## src/rtl/cache_arbiter.sv

```systemverilog
// cache_arbiter: shares one physical-memory line port between the I-cache and
// the D-cache. One request is latched at a time, forwarded to memory and the
// response is routed back to the owner of the grant.
// Optional feature macro: CACHE_ARB_ROUND_ROBIN_EN (alternating grant on
// simultaneous requests instead of fixed D-cache priority).
module cache_arbiter #(
  parameter int ADDR_W = 32,
  parameter int LINE_W = 256
) (
  input  logic              clk,
  input  logic              rst,
  input  logic              i_read,
  input  logic [ADDR_W-1:0] i_address,
  output logic [LINE_W-1:0] i_rdata,
  output logic              i_resp,
  input  logic              d_read,
  input  logic              d_write,
  input  logic [ADDR_W-1:0] d_address,
  input  logic [LINE_W-1:0] d_wdata,
  output logic [LINE_W-1:0] d_rdata,
  output logic              d_resp,
  output logic              pmem_read,
  output logic              pmem_write,
  output logic [ADDR_W-1:0] pmem_address,
  output logic [LINE_W-1:0] pmem_wdata,
  input  logic [LINE_W-1:0] pmem_rdata,
  input  logic              pmem_resp
);

  typedef enum logic [1:0] {
    IDLE    = 2'd0,
    SERVE_I = 2'd1,
    SERVE_D = 2'd2
  } state_t;

  state_t              r_state;
  state_t              w_state_next;
  logic [ADDR_W-1:0]   r_addr_q;
  logic [LINE_W-1:0]   r_wdata_q;
  logic                r_we_q;

  logic                w_i_req;
  logic                w_d_req;
  logic                w_any_req;
  logic                w_grant_d;

  assign w_i_req   = i_read;
  assign w_d_req   = d_read | d_write;
  assign w_any_req = w_i_req | w_d_req;

`ifdef CACHE_ARB_ROUND_ROBIN_EN
  // 0 = I-cache was served last, 1 = D-cache was served last
  logic r_last_q;

  // On a tie, the requester that was not served last wins
  assign w_grant_d = w_d_req & (~w_i_req | ~r_last_q);

  // Remember who received the most recent grant
  always_ff @(posedge clk or posedge rst) begin
    if (rst) begin
      r_last_q <= 1'b0;
    end else if (r_state == IDLE && w_any_req) begin
      r_last_q <= w_grant_d;
    end
  end
`else
  // Fixed priority: any D-cache request beats the I-cache
  assign w_grant_d = w_d_req;
`endif

  // State register
  always_ff @(posedge clk or posedge rst) begin
    if (rst) begin
      r_state <= IDLE;
    end else begin
      r_state <= w_state_next;
    end
  end

  // Next-state: grant only from IDLE, release on the memory response
  always_comb begin
    w_state_next = r_state;
    unique case (r_state)
      IDLE: begin
        if (w_any_req) begin
          w_state_next = w_grant_d ? SERVE_D : SERVE_I;
        end
      end
      SERVE_I, SERVE_D: begin
        if (pmem_resp) begin
          w_state_next = IDLE;
        end
      end
      default: w_state_next = IDLE;
    endcase
  end

  // Capture the winning request; the copy is held for the whole access
  always_ff @(posedge clk or posedge rst) begin
    if (rst) begin
      r_addr_q  <= '0;
      r_wdata_q <= '0;
      r_we_q    <= 1'b0;
    end else if (r_state == IDLE && w_any_req) begin
      if (w_grant_d) begin
        r_addr_q <= d_address;
        r_we_q   <= d_write;     // a write dominates a simultaneous read
        if (d_write) begin
          r_wdata_q <= d_wdata;
        end
      end else begin
        r_addr_q <= i_address;
        r_we_q   <= 1'b0;
      end
    end
  end

  // Memory strobes are decoded from registered state only, so they cannot
  // glitch and drop as soon as the state is reset
  always_comb begin
    pmem_read    = 1'b0;
    pmem_write   = 1'b0;
    pmem_address = r_addr_q;
    pmem_wdata   = r_wdata_q;
    i_resp       = 1'b0;
    d_resp       = 1'b0;
    if (r_state == SERVE_I || r_state == SERVE_D) begin
      pmem_read  = ~r_we_q;
      pmem_write = r_we_q;
    end
    i_resp = (r_state == SERVE_I) & pmem_resp;
    d_resp = (r_state == SERVE_D) & pmem_resp;
  end

  // Read data is a plain pass-through; it only matters while resp is high
  assign i_rdata = pmem_rdata;
  assign d_rdata = pmem_rdata;

endmodule

```

## config.mk

```make
export PLATFORM = sky130hd
export DESIGN_NAME = cache_arbiter
export DESIGN_NICKNAME = d
export VERILOG_FILES = /design/src/rtl/cache_arbiter.sv
export SDC_FILE = /design/constraint.sdc
export NUM_CORES = 1
export LEC_CHECK = 0
export ABC_AREA = 1
export CAP_MARGIN = 20
export CORE_AREA = 4 4 544 546
export CTS_CLUSTER_DIAMETER = 50
export DETAILED_ROUTE_END_ITERATION = 16
export DIE_AREA = 0 0 548 550
export GPL_ROUTABILITY_DRIVEN = 0
export SYNTH_ARGS = -nofsm -noshare
export SYNTH_HDL_FRONTEND = slang
export SYNTH_SLANG_ARGS = --single-unit
```

## constraint.sdc

```tcl
create_clock -name clk -period 13.7 [get_ports clk]
set_input_delay 2.74 -clock clk [delete_from_list [all_inputs] [get_ports clk]]
set_output_delay 2.74 -clock clk [all_outputs]
set_load 0.01 [all_outputs]
```

==> results.py <==
metrics = {
    "status": {
        "status": "finished clean",
    },
    "global_routing": {
        "grt_pass1_wl_um": 237000,
        "antenna_found_initial": 120,
        "grt_util_all_layers": 0.130,
        "grt_pass1_vias": 13800,
        "overflow": 0,
        "grt_max_degree": 178,
    },
    "logic_synthesis": {
        "async_flop_share": 1.00,
        "yosysMostFrequentCell": "nand2_1",
        "syn_nets": 2509,
        "ys_seq_area_frac": 0.448,
        "synth-main-ff-cell": "dfrtp_1",
        "yosysTopAreaCellShare": 0.448,
        "synth-edff-count": 0,
        "ys_types": 15,
        "syn_area_um2": 16200,
        "synthTopCellsByCount": "716 x nand2_1, 525 x buf_4, 291 x dfrtp_1",
        "synth_area_leader_cell": "dfrtp_1",
        "synth_warnings": 0,
        "syn_avg_cell_area_um2": 8.44,
        "synth-seq-cells": 291,
        "ys_top_cells_by_area": "dfrtp_1 45%, buf_4 24%, nand2_1 17%",
        "postSynthCellCount": 1924,
    },
    "setup_path": {
        "cp.required_ns": 10.96,
        "crit_fanout": 3,
        "start_kind": "primary input",
        "arrival_ns": 4.33,
        "cp_top_family": "buffers and inverters",
        "path_class": "primary input to primary output",
        "cp_slowest_cell": "clkdlybuf4s50_1",
        "critical_path.most_common_cell": "clkdlybuf4s50_1",
        "crit_path_end_kind": "primary output",
        "worst_path_largest_cell_delay_ns": 0.75,
        "crit_buf_inv": 3,
        "cp_cell_sequence": "clkdlybuf4s50_1 > nand2_1 > inv_1 > clkdlybuf4s50_1",
    },
    "clock_tree": {
        "cts_setup_buffers": 0,
        "cts_max_path_buffers": 3,
        "cts_max_level": 2,
        "cts_tree": "built",
        "path_clk_slew_ns": 0.05,
        "cts_root_buf": "clkbuf_16",
        "clock_sinks": 291,
        "cts_resized": 0,
        "ctsHoldBuffers": 0,
        "clk_latency_ns": 0.67,
        "cts_buffers": 51,
    },
    "route": {
        "vias": 14300,
        "avgRoutedWirePerCell_um": 34.6,
        "viasPerCell": 2.41,
        "drc_errors": 0,
        "wirelength_um": 205000,
        "first_pass_iters": 5,
        "antenna_left": 0,
        "drtIter0Drc": 1234,
    },
    "run": {
        "max-cap-violations": 0,
    },
    "timing": {
        "fmax_ghz": 0.141,
        "fin_skew_ns": 0.0555,
        "post-route-min-period_ns": 7.07,
        "worst_pin_slew_ns": 1.04,
        "setup_violations": 0,
        "min_period_over_period": 0.516,
        "layout_setup_ws_ns": 6.63,
        "hold_violations": 0,
        "drv_slew": 0,
        "rsz0062_at_grt": "no",
        "slew_headroom": 0.307,
        "fin_hold_ws_ns": 0.467,
        "finalSetupTns_ns": 0,
    },
    "die": {
        "start_util": 0.0559,
        "fp.dieW_um": 548,
        "pin_count": 1386,
        "placementRows": 198,
        "fp.dieArea_um2": 301000,
        "fp.dieH_um": 550,
        "core_area_um2": 291000,
    },
    "layout": {
        "syn_to_final_growth_pct": 53.1,
        "final_core_util": 0.0856,
        "regArea_um2": 7280,
        "fillerInstances": 33900,
        "multi_input_area_um2": 4430,
        "drive_gt1_frac": 0.0557,
        "nets": 2556,
    },
    "placement": {
        "post-dp-hpwl_um": 184000,
        "pre_cts_ws_ns": 6.64,
        "portBuffers": 617,
    },
    "hold_path": {
        "hold_class": "flop to flop",
    },
    "power_and_ir_drop": {
        "peakVddDrop_uv": 99.1,
        "p_total_mw": 5.64,
        "cellPowerDensity_nw_per_um2": 227,
        "p_leak_nw": 9.81,
    },
}
-- where the power goes --
| part | leakage, nW | total, mW | internal [mW] | switching [mW] |
|---|---|---|---|---|
| registers | 3.60 | 1.52 | 1.27 | 0.247 |
| clock network | 0.889 | 1.42 | 0.879 | 0.542 |
| logic | 5.32 | 2.70 | 0.979 | 1.72 |
-- logic make-up after synthesis --
family,count (synthesis),synth area share
flip-flops,291,0.448
AND/OR/NAND/NOR,980,0.268
buffers and inverters,650,0.282
adder cells (fa/ha/maj),3,0.00231
-- flip-flops by register name, summed over array words and instances, names as in the netlist --
signal,flops
pmem_address,32
pmem_wdata,256
r_state,2
r_we_q,1
-- through the flow --
step	instances	cell area, µm²
after floorplan	1924	16200
after global placement	5817	23000
after detailed placement	5817	23000
after CTS	5911	24800
after global routing	5924	24900
final	5929	24900
-- worst paths after layout --
kind,start,endpoint,slack [ns],cells past startpoint
setup / recovery,pmem_resp,d_resp,6.63,4
hold / removal,pmem_wdata[148],pmem_wdata[148],0.47,2
setup reg to reg,r_state[0],pmem_wdata[101],9.92,7
hold reg to reg,pmem_wdata[148],pmem_wdata[148],0.47,2
max in group asynchronous,rst,pmem_address[31],9.05,4
min in group asynchronous,rst,pmem_wdata[46],2.57,2
-- tightest hold or removal path, delay by kind of cell (launching register included) --
kind / cells / cell delay [ns]
simple gates: 2 / 0.10
flops: 1 / 0.34
-- per-layer routing --
metal | GRT usage | part of all wire | vias to the layer above
met1 | 0.104 | 0.27 | 6350
met3 | 0.168 | 0.28 | 566
li1 | - | - | 5856
met5 | 0.0111 | 0.0032 | -
met4 | 0.0741 | 0.066 | 28
met2 | 0.172 | 0.38 | 1511
-- cell usage in the layout, fill, tap and decap left out, types with 2 or more instances in the layout --
cell type          n
buf_12             3
buf_4             11
buf_8              2
bufinv_16          8
clkbuf_1           5
clkbuf_16         52
clkbuf_8           4
clkdlybuf4s50_1  616
clkinv_2           2
clkinv_4           6
clkinvlp_4         5
dfrtp_1          291
diode_2           17
ha_1               2
inv_1             11
inv_6              8
inv_8              3
nand2_1          715
nand2_2            2
nand3_1            2
nand4_1          257
-- layout make-up --
class                           instances  area share
Multi-Input combinational cell        983       0.178
Clock inverter                         33      0.0193
Antenna cell                           17     0.00171
Inverter                               12     0.00211
Timing Repair Buffer                  632       0.255
Tap cell                             3900       0.196
Clock buffer                           61      0.0553
Sequential cell                       291       0.293
(Power assumes the default switching activity.)
